File: src/rtl/timer_bus_bridge_if.sv
// Bus interfaces of the timer bridge: CPU initiator port and the shared timer register port.

interface timer_bus_bridge_cpu_if;
    logic        cpu_req;
    logic [31:0] cpu_addr;
    logic        cpu_we;
    logic [31:0] cpu_wdata;
    logic [31:0] cpu_rdata;
    logic        cpu_ready;
    logic        cpu_err;

    modport master (
        output cpu_req, cpu_addr, cpu_we, cpu_wdata,
        input  cpu_rdata, cpu_ready, cpu_err
    );

    modport slave (
        input  cpu_req, cpu_addr, cpu_we, cpu_wdata,
        output cpu_rdata, cpu_ready, cpu_err
    );
endinterface

interface timer_bus_bridge_dev_if;
    logic [1:0]  dev_addr;
    logic [31:0] dev_wdata;
    logic        dev_we0;
    logic        dev_we1;
    logic [31:0] dev_rdata0;
    logic [31:0] dev_rdata1;

    modport master (
        output dev_addr, dev_wdata, dev_we0, dev_we1,
        input  dev_rdata0, dev_rdata1
    );

    modport slave (
        input  dev_addr, dev_wdata, dev_we0, dev_we1,
        output dev_rdata0, dev_rdata1
    );
endinterface

File: src/rtl/timer_bus_bridge.sv
// CPU-to-timer bridge: decodes word accesses onto two timer register ports and
// edge-captures timer/external interrupts into a pending/mask pair driving hwint.

module timer_bus_bridge #(
    parameter logic [31:0] TIMER0_BASE = 32'h0000_7F00,
    parameter logic [31:0] TIMER1_BASE = 32'h0000_7F10,
    parameter logic [31:0] BRIDGE_BASE = 32'h0000_7F20
) (
    input  logic                    clk,
    input  logic                    reset,
    timer_bus_bridge_cpu_if.slave   cpu,
    timer_bus_bridge_dev_if.master  dev,
    input  logic [1:0]              dev_irq,
    input  logic [3:0]              ext_irq,
    output logic [5:0]              hwint
);

    localparam int unsigned IRQ_W  = 6;
    localparam int unsigned DATA_W = 32;
    localparam int unsigned WADR_W = 30;

    typedef enum logic [1:0] {
        S_IDLE = 2'd0,
        S_XFER = 2'd1,
        S_DONE = 2'd2
    } state_e;

    state_e              state_q;
    logic [WADR_W-1:0]   addr_q;
    logic                we_q;
    logic [1:0]          dev_addr_q;
    logic [DATA_W-1:0]   dev_wdata_q;
    logic                dev_we0_q;
    logic                dev_we1_q;
    logic [DATA_W-1:0]   rdata_q;
    logic                err_q;
    logic                ready_q;

    logic [IRQ_W-1:0]    pending_q;
    logic [IRQ_W-1:0]    pending_d;
    logic [IRQ_W-1:0]    mask_q;
    logic [IRQ_W-1:0]    prev_q;

    logic                req_t0_c;
    logic                req_t1_c;
    logic                hit_t0_c;
    logic                hit_t1_c;
    logic                hit_br_c;
    logic [1:0]          idx_c;
    logic [DATA_W-1:0]   xfer_rdata_c;
    logic                xfer_err_c;
    logic [IRQ_W-1:0]    src_c;
    logic [IRQ_W-1:0]    rise_c;
    logic [IRQ_W-1:0]    pend_clr_c;
    logic                mask_wr_c;
    logic                unused_addr_c;

    // Strobes are registered straight from the incoming request so they line up with XFER
    assign req_t0_c = (cpu.cpu_addr[31:4] == TIMER0_BASE[31:4]);
    assign req_t1_c = (cpu.cpu_addr[31:4] == TIMER1_BASE[31:4]);

    assign hit_t0_c = (addr_q[WADR_W-1:2] == TIMER0_BASE[31:4]);
    assign hit_t1_c = (addr_q[WADR_W-1:2] == TIMER1_BASE[31:4]);
    assign hit_br_c = (addr_q[WADR_W-1:2] == BRIDGE_BASE[31:4]);
    assign idx_c    = addr_q[1:0];

    assign unused_addr_c = ^cpu.cpu_addr[1:0];

    // Read mux and error decode for the latched access
    always_comb begin
        xfer_rdata_c = '0;
        xfer_err_c   = 1'b0;
        if (hit_t0_c) begin
            xfer_rdata_c = dev.dev_rdata0;
        end else if (hit_t1_c) begin
            xfer_rdata_c = dev.dev_rdata1;
        end else if (hit_br_c) begin
            case (idx_c)
                2'd0:    xfer_rdata_c = DATA_W'(pending_q);
                2'd1:    xfer_rdata_c = DATA_W'(mask_q);
                default: xfer_err_c   = 1'b1;
            endcase
        end else begin
            xfer_err_c = 1'b1;
        end
    end

    // Set (rising edge) wins over a write-1-to-clear in the same cycle
    assign src_c      = {ext_irq, dev_irq};
    assign rise_c     = src_c & ~prev_q;
    assign pend_clr_c = (state_q == S_XFER && we_q && hit_br_c && idx_c == 2'd0)
                        ? dev_wdata_q[IRQ_W-1:0] : '0;
    assign mask_wr_c  = (state_q == S_XFER && we_q && hit_br_c && idx_c == 2'd1);
    assign pending_d  = (pending_q & ~pend_clr_c) | rise_c;

    always_ff @(posedge clk) begin
        if (reset) begin
            state_q     <= S_IDLE;
            addr_q      <= '0;
            we_q        <= 1'b0;
            dev_addr_q  <= '0;
            dev_wdata_q <= '0;
            dev_we0_q   <= 1'b0;
            dev_we1_q   <= 1'b0;
            rdata_q     <= '0;
            err_q       <= 1'b0;
            ready_q     <= 1'b0;
        end else begin
            dev_we0_q <= 1'b0;
            dev_we1_q <= 1'b0;
            ready_q   <= 1'b0;
            case (state_q)
                S_IDLE: begin
                    if (cpu.cpu_req) begin
                        addr_q      <= cpu.cpu_addr[31:2];
                        we_q        <= cpu.cpu_we;
                        dev_addr_q  <= cpu.cpu_addr[3:2];
                        dev_wdata_q <= cpu.cpu_wdata;
                        dev_we0_q   <= cpu.cpu_we && req_t0_c;
                        dev_we1_q   <= cpu.cpu_we && req_t1_c;
                        state_q     <= S_XFER;
                    end
                end
                S_XFER: begin
                    rdata_q <= xfer_rdata_c;
                    err_q   <= xfer_err_c;
                    ready_q <= 1'b1;
                    state_q <= S_DONE;
                end
                S_DONE: begin
                    err_q   <= 1'b0;
                    state_q <= S_IDLE;
                end
                default: state_q <= S_IDLE;
            endcase
        end
    end

    // Interrupt capture; prev clears on reset so a level held through reset is seen as an edge
    always_ff @(posedge clk) begin
        if (reset) begin
            prev_q    <= '0;
            pending_q <= '0;
            mask_q    <= '0;
        end else begin
            prev_q    <= src_c;
            pending_q <= pending_d;
            if (mask_wr_c) begin
                mask_q <= dev_wdata_q[IRQ_W-1:0];
            end
        end
    end

    assign cpu.cpu_rdata  = rdata_q;
    assign cpu.cpu_ready  = ready_q;
    assign cpu.cpu_err    = err_q;
    assign dev.dev_addr   = dev_addr_q;
    assign dev.dev_wdata  = dev_wdata_q;
    assign dev.dev_we0    = dev_we0_q;
    assign dev.dev_we1    = dev_we1_q;
    assign hwint          = pending_q & mask_q;

endmodule

File: src/flat_wrapper.sv
// flat-port wrapper written by rule: the top's interface ports become plain ports
module timer_bus_bridge_flat 
#(
    parameter logic [31:0] TIMER0_BASE = 32'h0000_7F00,
    parameter logic [31:0] TIMER1_BASE = 32'h0000_7F10,
    parameter logic [31:0] BRIDGE_BASE = 32'h0000_7F20
)
  (clk, reset, dev_irq, ext_irq, hwint, cpu_cpu_req, cpu_cpu_addr, cpu_cpu_we, cpu_cpu_wdata, cpu_cpu_rdata, cpu_cpu_ready, cpu_cpu_err, dev_dev_addr, dev_dev_wdata, dev_dev_we0, dev_dev_we1, dev_dev_rdata0, dev_dev_rdata1);
  timer_bus_bridge_cpu_if cpu_i ();
  timer_bus_bridge_dev_if dev_i ();
  input  logic clk;
  input  logic reset;
  input  logic [1:0] dev_irq;
  input  logic [3:0] ext_irq;
  output logic [5:0] hwint;
  input wire logic [$bits(cpu_i.cpu_req)-1:0] cpu_cpu_req;
  input wire logic [$bits(cpu_i.cpu_addr)-1:0] cpu_cpu_addr;
  input wire logic [$bits(cpu_i.cpu_we)-1:0] cpu_cpu_we;
  input wire logic [$bits(cpu_i.cpu_wdata)-1:0] cpu_cpu_wdata;
  output wire logic [$bits(cpu_i.cpu_rdata)-1:0] cpu_cpu_rdata;
  output wire logic [$bits(cpu_i.cpu_ready)-1:0] cpu_cpu_ready;
  output wire logic [$bits(cpu_i.cpu_err)-1:0] cpu_cpu_err;
  output wire logic [$bits(dev_i.dev_addr)-1:0] dev_dev_addr;
  output wire logic [$bits(dev_i.dev_wdata)-1:0] dev_dev_wdata;
  output wire logic [$bits(dev_i.dev_we0)-1:0] dev_dev_we0;
  output wire logic [$bits(dev_i.dev_we1)-1:0] dev_dev_we1;
  input wire logic [$bits(dev_i.dev_rdata0)-1:0] dev_dev_rdata0;
  input wire logic [$bits(dev_i.dev_rdata1)-1:0] dev_dev_rdata1;
  assign cpu_i.cpu_req = cpu_cpu_req;
  assign cpu_i.cpu_addr = cpu_cpu_addr;
  assign cpu_i.cpu_we = cpu_cpu_we;
  assign cpu_i.cpu_wdata = cpu_cpu_wdata;
  assign cpu_cpu_rdata = cpu_i.cpu_rdata;
  assign cpu_cpu_ready = cpu_i.cpu_ready;
  assign cpu_cpu_err = cpu_i.cpu_err;
  assign dev_dev_addr = dev_i.dev_addr;
  assign dev_dev_wdata = dev_i.dev_wdata;
  assign dev_dev_we0 = dev_i.dev_we0;
  assign dev_dev_we1 = dev_i.dev_we1;
  assign dev_i.dev_rdata0 = dev_dev_rdata0;
  assign dev_i.dev_rdata1 = dev_dev_rdata1;
  timer_bus_bridge #(.TIMER0_BASE(TIMER0_BASE), .TIMER1_BASE(TIMER1_BASE), .BRIDGE_BASE(BRIDGE_BASE)) u_core (.clk(clk), .reset(reset), .cpu(cpu_i), .dev(dev_i), .dev_irq(dev_irq), .ext_irq(ext_irq), .hwint(hwint));
endmodule
File: config.mk
export PLATFORM = sky130hd
export DESIGN_NAME = timer_bus_bridge_flat
export DESIGN_NICKNAME = d
export VERILOG_FILES = /design/src/rtl/timer_bus_bridge_if.sv /design/src/rtl/timer_bus_bridge.sv /design/src/flat_wrapper.sv
export SDC_FILE = /design/constraint.sdc
export NUM_CORES = 1
export LEC_CHECK = 0
export ABC_CLOCK_PERIOD_IN_PS = 1730
export CAP_MARGIN = 20
export CORE_MARGIN = 5
export CORE_UTILIZATION = 38
export CTS_CLUSTER_DIAMETER = 60
export DETAILED_ROUTE_END_ITERATION = 10
export PLACE_DENSITY = 0.74
export SYNTH_ARGS = -nofsm -noshare
export SYNTH_HDL_FRONTEND = slang
export SYNTH_SLANG_ARGS = --single-unit
File: constraint.sdc
create_clock -name clk -period 1.73 [get_ports clk]
set_input_delay 0.346 -clock clk [delete_from_list [all_inputs] [get_ports clk]]
set_output_delay 0.346 -clock clk [all_outputs]
set_load 0.02 [all_outputs]
== After elaboration in Yosys (flattened, before gate mapping) ==
Cells that the tools add are included.

* Register bits after elaboration: 121
* Word-level logic and storage cells: 55
* Output and inout port bits: 76
* Bits of input ports: 138

* Reduce and logical (&&, ||, !) cells: 12
* Equality and inequality tests: 9
* Mux-type cells: 13
* Bitwise operators: 8

{| class="wikitable"
|+ Operators by type and width
! kind !! number
|-
| $eq 28x11->1 const B || 5
|-
| $mux 32 || 3
|-
| $and 6x6->6 || 3
|-
| $not 6->6 || 2
|-
| $pmux 6 s2 || 1
|-
| $logic_and 1x1->1 || 6
|-
| $mux 6 || 1
|-
| $or 6x6->6 || 1
|-
| $mux 1 || 5
|-
| $eq 2x1->1 const B || 2
|-
| $logic_not 2->1 || 2
|-
| $pmux 2 s2 || 1
|-
| $reduce_or 3->1 || 1
|-
| $eq 2x2->1 const B || 1
|-
| $mux 2 || 1
|-
| $ne 2x2->1 const B || 1
|-
| $not 1->1 || 2
|-
| $pmux 1 s2 || 1
|-
| $reduce_and 2->1 || 1
|-
| $reduce_bool 2->1 || 1
|-
| $reduce_or 2->1 || 1
|}

== Longest topological paths before layout ==
Gate-level depths: netlist (run 1).

* Depth after elaboration: 8
* Depth in mapped cells: 7
* Gate-level depth less buffers: 6

== Worst setup path after synthesis (run 1) ==
Ideal clock, no wire load.

* Kind: register -> register
* From: register u_core.state_q[1]
* To: register u_core.mask_q[0]
* Period minus slack after synthesis: 1.767 ns
* Data required time: 1.614 ns
* Stages on the path, launching flop included: 8
* Arrival time: 1.651 ns
* Path slack: -0.037 ns
* Path buffers: 1
* Library setup time: 0.116 ns
* Path through: dfxtp_1 -> inv_1 -> ha_1 -> clkbuf_1 -> and2_1 -> nand4_1 -> o311a_1 -> a31o_2

* Word-level cells in the longest chain between the ends: 4

{| class="wikitable"
|+ RTL lines
! element !! line !! RTL
|-
| from (decl) || timer_bus_bridge.sv:28 || <nowiki>state_e state_q;</nowiki>
|-
| from (signal assigned) || timer_bus_bridge.sv:98 || <nowiki>state_q <= S_IDLE;</nowiki>
|-
| from (signal assigned) || timer_bus_bridge.sv:121 || <nowiki>state_q <= S_XFER;</nowiki>
|-
| from (signal assigned) || timer_bus_bridge.sv:128 || <nowiki>state_q <= S_DONE;</nowiki>
|-
| $eq 2x1->1 || timer_bus_bridge.sv:93 || <nowiki>assign mask_wr_c = (state_q == S_XFER && we_q && hit_br_c && idx_c == 2'd1);</nowiki>
|-
| $logic_and 1x1->1 (3 in a row) || timer_bus_bridge.sv:93 ||
|-
| to (signal assigned) || timer_bus_bridge.sv:149 || <nowiki>mask_q <= dev_wdata_q[IRQ_W-1:0];</nowiki>
|-
| to (decl) || timer_bus_bridge.sv:41 || <nowiki>logic [IRQ_W-1:0] mask_q;</nowiki>
|}

No other way between the ends.
A chain may end at the register's enable or synchronous reset.

== Worst setup path after layout (run 1) ==
* From: register u_core.rdata_q[15] (netlist: u_core.cpu.cpu_rdata[15])
* To: output cpu_cpu_rdata[15]

{| class="wikitable"
|+ RTL lines
! element !! line !! RTL
|-
| from (decl) || timer_bus_bridge.sv:35 || <nowiki>logic [DATA_W-1:0] rdata_q;</nowiki>
|-
| from (signal assigned) || timer_bus_bridge.sv:125 || <nowiki>rdata_q <= xfer_rdata_c;</nowiki>
|-
| to (decl) || flat_wrapper.sv:20 || <nowiki>output wire logic [$bits(cpu_i.cpu_rdata)-1:0] cpu_cpu_rdata;</nowiki>
|}

No word-level cell between the ends.

==> results of run 1 <==
==> through the flow <==
step / instance area [sq um] / hold slack, ps / utilization [%] / setup WS [ps]
2_1_floorplan: 4970 / 418 / - / 44.1
3_3_place_gp: 7320 / 441 / 57.6 / -252
3_5_place_dp: 7320 / 447 / 57.6 / -254
4_1_cts: 7950 / 426 / 62.5 / 0.449
5_1_grt: 8180 / 461 / 64.3 / -54.8
6_report: 8180 / 450 / 64.3 / 30.2
==> cell families (layout without fill, tap and decap cells) <==
group	Yosys count	after routing	share of synthesized area (%)
and+or+nand+nor	235	236	23.3
AOI/OAI and AO/OA	158	158	21.1
buffers and inverters	58	284	4.74
DFF	119	119	48.0
muxes	8	8	1.61
adders and majority gates	5	5	1.26
==> metal layers <==
| layer | wire, um | share of wire (%) | GRT usage (%) |
|---|---|---|---|
| met3 | 856 | 5.4 | 6.22 |
| met2 | 8140 | 51 | 34.4 |
| met4 | 409 | 2.6 | 7.29 |
| met5 | 0 | 0 | 0 |
| met1 | 6550 | 41 | 21.3 |
==> how the worst max path moves through the flow <==
| stage | slack (ps) | to |
|---|---|---|
| global placement | -250 | u_core.dev.dev_we1 |
| CTS | 0.4 | cpu_cpu_rdata[2] |
| detailed placement | -250 | u_core.dev.dev_we1 |
| floorplan | 40 | u_core.mask_q[0] |
| global route | -50 | u_core.cpu.cpu_rdata[18] |
| finish | 30 | cpu_cpu_rdata[15] |
==> power by group <==
group | internal [W] | total [W] | switching [W]
Sequential | 0.00303 | 0.00320 | 0.000171
Combinational | 0.00101 | 0.00206 | 0.00105
Clock | 0.00250 | 0.00366 | 0.00116
Total | 0.00653 | 0.00892 | 0.00239
==> Yosys cell counts <==
| library cell | instances | share of area (%) |
|---|---|---|
| o32ai_1 | 6 | 1.1 |
| nand4_1 | 4 | 0.50 |
| or4b_1 | 1 | 0.20 |
| and4b_1 | 1 | 0.20 |
| a22oi_1 | 26 | 3.9 |
| or2_0 | 1 | 0.13 |
| a31o_2 | 5 | 0.88 |
| buf_1 | 2 | 0.15 |
| nand2b_1 | 10 | 1.3 |
| nand4b_1 | 1 | 0.18 |
| o311ai_0 | 1 | 0.18 |
| and4_1 | 1 | 0.18 |
| or4_1 | 1 | 0.15 |
| buf_4 | 2 | 0.30 |
| nor3b_2 | 1 | 0.25 |
| inv_1 | 11 | 0.83 |
| ha_1 | 5 | 1.3 |
| clkbuf_1 | 34 | 2.6 |
| nor2b_1 | 25 | 3.2 |
| o31ai_1 | 6 | 0.91 |
| nor3_1 | 27 | 2.7 |
| nor4_4 | 1 | 0.43 |
| a31o_1 | 1 | 0.18 |
| a211oi_1 | 1 | 0.15 |
| nand3_2 | 1 | 0.20 |
| nand4_4 | 1 | 0.43 |
| nand2_1 | 127 | 9.6 |
| nor3_2 | 2 | 0.40 |
| nor4bb_1 | 1 | 0.20 |
| and2_1 | 8 | 1.0 |
| o21ai_0 | 11 | 1.1 |
| o22a_1 | 26 | 4.6 |
| mux2i_1 | 8 | 1.6 |
| clkinv_1 | 1 | 0.076 |
| nor2_1 | 14 | 1.1 |
| nor4_2 | 1 | 0.25 |
| nor4_1 | 6 | 0.76 |
| o311a_1 | 6 | 1.2 |
| dfxtp_1 | 119 | 48 |
| buf_2 | 8 | 0.81 |
| a21oi_1 | 69 | 7.0 |
==> state kept, by name (all words and copies together), names as in the netlist <==
| name | flops |
|---|---|
| u_core.cpu.cpu_err | 1 |
| u_core.addr_q | 29 |
| u_core.pending_q | 6 |
| u_core.dev.dev_we1 | 1 |
| u_core.mask_q | 6 |
| u_core.dev.dev_addr | 1 |
| u_core.dev.dev_we0 | 1 |
| u_core.dev.dev_wdata | 32 |
| u_core.cpu.cpu_rdata | 32 |
| u_core.prev_q | 6 |
| u_core.state_q | 2 |
| u_core.cpu.cpu_ready | 1 |
| u_core.we_q | 1 |
==> cell type report <==
class / instances / area (sq um) / area share, %
clock inverters: 10 / 150 / 1.84
multi-input cells: 407 / 2440 / 29.8
inverters: 12 / 45.0 / 0.551
repair buffers: 241 / 2470 / 30.2
flip-flops and latches: 119 / 2380 / 29.2
clock buffers: 21 / 470 / 5.75
well taps: 172 / 215 / 2.63
==> timing repair <==
| action | in CTS | in global routing |
|---|---|---|
| hold buffers | 0 | 0 |
| resized for setup | 20 | 54 |
| pin swaps | 0 | 7 |
| cloned | 0 | 1 |
| setup endpoints to repair | 57 | 79 |
| buffers inserted | 2 | 5 |
==> Implementation_results.wiki, run 1 <==
{| class="wikitable"
! Metric !! Value
|-
| Gate family responsible for the most delay along the worst path || buffers and inverters
|-
| Synth-to-Final Area Change || 64.7%
|-
| Estimated wirelength of the detail-placed design || 11.5 mm
|-
| Worst r2r src || u_core.addr_q[28]
|-
| Largest net degree at the start of global routing || 69
|-
| Post-Route WL || 16.0 mm
|-
| Diode insertion count for antenna repair || 0
|-
| First-pass GRT wire length || 24.7 mm
|-
| Hold-critical path endpoint || u_core.cpu.cpu_rdata[3]
|-
| Cell type of the slowest stage on the worst timing path || clkdlybuf4s50_1
|-
| Fin crit share || 98.3%
|-
| Worst R2R Setup Slack || 30 ps
|-
| Number of buffers and inverters on the critical path || 1
|-
| Full die area || 15500 sq um
|-
| Number of filler instances in the final layout || 1084
|-
| Hold path cells || 3
|-
| Count of vias placed by the detailed router || 4954
|-
| DR iter-0 viols || 250
|-
| Number of antenna violations at the first check in global routing || 0
|-
| Reg-to-reg endpoint || u_core.cpu.cpu_rdata[5]
|-
| Type of origin of the critical path || flop
|-
| Maximum clock frequency || 588 MHz
|-
| Share of final-layout standard cells stronger than drive strength 1 || 11.1%
|-
| Commonest cells after routing, fill and taps aside || clkdlybuf4s50_1, nand2_1, dfxtp_1
|-
| Setup tns final || 0 ps
|-
| Type of the most critical hold path || in2reg
|-
| Tightest Pin Transition || 690 ps
|-
| Final setup violation count || 0
|-
| Vias per cell || 5.04
|-
| Distinct cells, synth || 41
|-
| Setup Skew || 6.92 ps
|-
| GRT Overall Usage || 19.3%
|-
| Final Hold Vio Count || 0
|-
| Syn_nets || 726
|-
| Crit path arrival time || 1350 ps
|-
| DRT Pass-1 Iters || 4
|-
| Number of buffers created by CTS || 17
|-
| Count of mapped cells out of synthesis || 583
|-
| Largest stage delay, worst path || 630 ps
|-
| Remaining number of nets flagged by the antenna check after routing || 0
|-
| Critical path origin || u_core.cpu.cpu_rdata[15]
|-
| YS warnings || 0
|-
| Number of violations of the max-capacitance limit || 0
|-
| Run status || completed
|-
| Number of cells on the worst reg-to-reg path || 5
|-
| Sink count of the clock tree || 119
|-
| Cell Area, Synth || 4960 sq um
|-
| Maximum buffer depth of the clock tree || 2
|-
| Critical path cell sequence || clkdlybuf4s50_1
|-
| Count of unresolved DRC violations after routing || 0
|-
| Boundary pin count || 214
|-
| Shortest clock period the worst path allows after layout || 1700 ps
|-
| Initial core utilization || 39.0%
|-
| Final-stage net count || 941
|-
| Syn Area/Cell || 8.52 sq um
|-
| Logic depth of the worst path, buffers included || 1
|-
| Most common library cell in the layout ignoring fill and taps || clkdlybuf4s50_1
|-
| Number of register bits inferred by synthesis || 119
|-
| Data required time of the worst path || 1380 ps
|-
| Total congestion overflow || 0
|-
| Crit path kind || reg2out
|-
| Total number of H-tree levels || 4
|-
| Sequential-to-total area share from yosys stat || 48.0%
|-
| Number of standard-cell rows in the floorplan || 41
|-
| Final Slew Violations || 0
|-
| Static leakage power || 3.75 nW
|-
| TritonCTS clock tree || yes
|-
| Post-route non-filler standard cell count || 982
|-
| Width of the die || 124 um
|-
| CTS root buffer || clkbuf_16
|-
| IO Port Bufs || 211
|-
| Register clock-pin slew on the reported worst setup and hold paths || 50 ps
|-
| Placer congestion estimate || 0.839
|-
| Category of the worst setup path capture point || primary output
|-
| Hold Crit Start || reset
|-
| Worst Path Max Fanout || 2
|-
| Source-to-sink clock delay at the later pin of the worst-skew pair || 400 ps
|-
| Placed Instances || 943
|-
| Vias in the first global route || 5106
|-
| Unrepaired setup endpoints after global routing || true
|-
| Per-cell routed wire length || 16.3 um
|-
| Max IR drop VDD || 0.000651 V
|-
| Tightest slew margin relative to the limit || 54.0%
|-
| Total power per unit cell area || 1090 nW/um^2
|-
| Power consumption || 0.00892 W
|-
| Die Ht || 124 um
|-
| Core footprint || 12700 sq um
|}
(Power assumes the default switching activity.)
==> run 2, diff against run 1 <==
CELL_PAD_IN_SITES_DETAIL_PLACEMENT = 1   (was not set)
CELL_PAD_IN_SITES_GLOBAL_PLACEMENT = 2   (was not set)
CORE_UTILIZATION = 21   (was 38)
SKIP_LAST_GASP = 1   (was not set)
==> run 2 against run 1 <==
Compared with the run above:
- worst setup slack improved by 1.4 ps
- clock skew increased by 5.1 ps
- clock power hardly changed
- critical path depth is 6 higher
- sequential cell count is the same
- first-iteration DRC count down 36%
- worst hold slack worse by 160 ps
- non-clock buffer count rose by 15
- combinational power is essentially flat
- die area rose by 74%
- highest routed layer unchanged
- utilization decreased by 28 points
- critical path type is now reg2reg
==> Implementation_results.wiki, run 2 (synthesis gave the netlist of run 1 again) <==
{| class="wikitable"
! Metric !! Value
|-
| Count of unresolved DRC violations after routing || 0 (unchanged)
|-
| Largest stage delay, worst path || 340 ps (was 630 ps)
|-
| DRT Pass-1 Iters || 6 (was 4)
|-
| CTS root buffer || clkbuf_16 (unchanged)
|-
| Estimated wirelength of the detail-placed design || 13.6 mm (was 11.5 mm)
|-
| Number of violations of the max-capacitance limit || 0 (unchanged)
|-
| Post-Route WL || 18.6 mm (was 16.0 mm)
|-
| Number of standard-cell rows in the floorplan || 56 (was 41)
|-
| Vias in the first global route || 5302 (was 5106)
|-
| Cell type of the slowest stage on the worst timing path || o311a_1 (was clkdlybuf4s50_1)
|-
| Per-cell routed wire length || 16.3 um (about the same)
|-
| Run status || completed (unchanged)
|-
| Fin area || 8370 sq um (was 8180 sq um)
|-
| Tightest slew margin relative to the limit || 69.9% (was 54.0%)
|-
| Remaining number of nets flagged by the antenna check after routing || 0 (unchanged)
|-
| Crit path kind || reg2reg (was reg2out)
|-
| Final-stage net count || 955 (was 941)
|-
| Final Slew Violations || 0 (unchanged)
|-
| First-pass GRT wire length || 28.6 mm (was 24.7 mm)
|-
| Register clock-pin slew on the reported worst setup and hold paths || 50 ps (about the same)
|-
| Total congestion overflow || 0 (unchanged)
|-
| Vias per cell || 4.38 (was 5.04)
|-
| Post-Place Worst Slack || -259 ps (was -254 ps)
|-
| Fin crit share || 98.2% (was 98.3%)
|-
| DR iter-0 viols || 159 (was 250)
|-
| Commonest cells after routing, fill and taps aside || clkdlybuf4s50_1, nand2_1, dfxtp_1 (unchanged)
|-
| Width of the die || 164 um (was 124 um)
|-
| Setup Skew || 12.0 ps (was 6.92 ps)
|-
| Count of vias placed by the detailed router || 5006 (was 4954)
|-
| Unrepaired setup endpoints after global routing || true (unchanged)
|-
| Number of antenna violations at the first check in global routing || 0 (unchanged)
|-
| Die Ht || 164 um (was 124 um)
|-
| Critical path cell sequence || inv_2 -> ha_1 -> and2_1 -> nand4_1 -> buf_6 -> o311a_1 -> a31o_2 (was clkdlybuf4s50_1)
|-
| Full die area || 26800 sq um (was 15500 sq um)
|-
| Data required time of the worst path || 2030 ps (was 1380 ps)
|-
| Type of the most critical hold path || in2reg (unchanged)
|-
| Number of filler instances in the final layout || 2723 (was 1084)
|-
| Final Hold Vio Count || 0 (unchanged)
|-
| Placer congestion estimate || 0.729 (was 0.839)
|-
| Area of placed instances || 7710 sq um (was 7320 sq um)
|-
| Crit path arrival time || 2000 ps (was 1350 ps)
|-
| Total power per unit cell area || 1070 nW/um^2 (was 1090 nW/um^2)
|-
| Max IR drop VDD || 0.000558 V (was 0.000651 V)
|-
| Setup tns final || 0 ps (unchanged)
|-
| Most common library cell in the layout ignoring fill and taps || clkdlybuf4s50_1 (unchanged)
|-
| Category of the worst setup path capture point || flop (was primary output)
|-
| Initial core utilization || 21.2% (was 39.0%)
|-
| Number of buffers created by CTS || 17 (unchanged)
|-
| Type of origin of the critical path || flop (unchanged)
|-
| Source-to-sink clock delay at the later pin of the worst-skew pair || 420 ps (was 400 ps)
|-
| IO Port Bufs || 211 (unchanged)
|-
| Shortest clock period the worst path allows after layout || 1700 ps (about the same)
|-
| Sink count of the clock tree || 119 (unchanged)
|-
| Final setup violation count || 0 (unchanged)
|-
| Worst Setup Slack, final || 31.5 ps (was 30.2 ps)
|-
| Largest net degree at the start of global routing || 36 (was 69)
|-
| Maximum clock frequency || 589 MHz (was 588 MHz)
|-
| Boundary pin count || 214 (unchanged)
|-
| Diode insertion count for antenna repair || 0 (unchanged)
|-
| TritonCTS clock tree || yes (unchanged)
|-
| GRT Overall Usage || 13.5% (was 19.3%)
|-
| Worst Path Max Fanout || 7 (was 2)
|-
| Static leakage power || 3.80 nW (was 3.75 nW)
|-
| Total number of H-tree levels || 4 (unchanged)
|-
| Number of buffers added for setup after CTS || 0 (was 2)
|-
| Tightest Pin Transition || 448 ps (was 690 ps)
|-
| Synth-to-Final Area Change || 68.7% (was 64.7%)
|-
| Share of final-layout standard cells stronger than drive strength 1 || 12.1% (was 11.1%)
|-
| Maximum buffer depth of the clock tree || 2 (unchanged)
|-
| Core footprint || 23400 sq um (was 12700 sq um)
|}
## run 2: cell count changes in the layout (fill, tap and decap cells not counted), moves of 2 or more
cell,delta
dlygate4sd2_1,+27
clkdlybuf4s50_1,-19
buf_4,+15
dlymetal6s2s_1,-8
o32ai_1,+4
o32ai_2,-4
clkinvlp_4,+3
buf_12,+2
clkinv_2,-2
clkinv_4,+2
## run 2: cell type report
cell class	instances	area, sq um	share of cell area (%)
sequential	119	2390	28.5
clock buffer	20	467	5.57
clock inverter	12	150	1.79
inverter	12	45.0	0.538
multi-input combinational	406	2380	28.4
timing repair buffer	256	2550	30.4
tap	319	399	4.77
## run 2: per-stage QoR
stage / std cells / total power, W / hold WS [ps] / utilization (%)
2_1_floorplan: 583 / 0.00425 / 418 / -
3_3_place_gp: 1112 / 0.00540 / 442 / 33.0
3_5_place_dp: 1112 / 0.00542 / 444 / 33.0
4_1_cts: 1144 / 0.00911 / 278 / 35.4
5_1_grt: 1144 / 0.00940 / 286 / 35.8
6_report: 1144 / 0.00892 / 286 / 35.8
## run 2: report_power, final
part	total [W]	internal (W)	leakage (nW)	switching, W
combinational	0.00204	0.000969	2.52	0.00108
sequential	0.00318	0.00302	0.978	0.000161
clock	0.00369	0.00237	0.298	0.00132
total	0.00892	0.00636	3.80	0.00256
## run 2: per-layer routing
layer,GRT usage (%),up-vias,share of wire [%]
met5,0,-,0
met4,4.38,0,1.7
met3,3.89,19,5.6
met2,22.3,131,48
met1,17.1,2348,44
li1,-,2508,-
## run 2: timing repair
action                                  in CTS  in global routing
hold buffers                                 0                  0
pin swaps                                    4                  4
hold endpoints to repair                     0                  0
resized for setup                           53                 31
endpoints found under the setup margin      60                 65
## run 2: critical path, delay by kind of cell, from the launching register on
kind                       cells  cell delay (ps)
buffers and inverters          2              280
adders and majority gates      1              180
DFF                            1              330
and+or+nand+nor                2              250
AOI/OAI and AO/OA              2              560
## run 2: final timing paths
path	startpoint	cells past startpoint	end	slack, ps
max	u_core.state_q[1]	7	u_core.mask_q[5]	30
min	reset	2	u_core.cpu.cpu_rdata[0]	290
max reg2reg	u_core.state_q[1]	7	u_core.mask_q[5]	30
min reg2reg	u_core.addr_q[15]	2	u_core.addr_q[15]	450
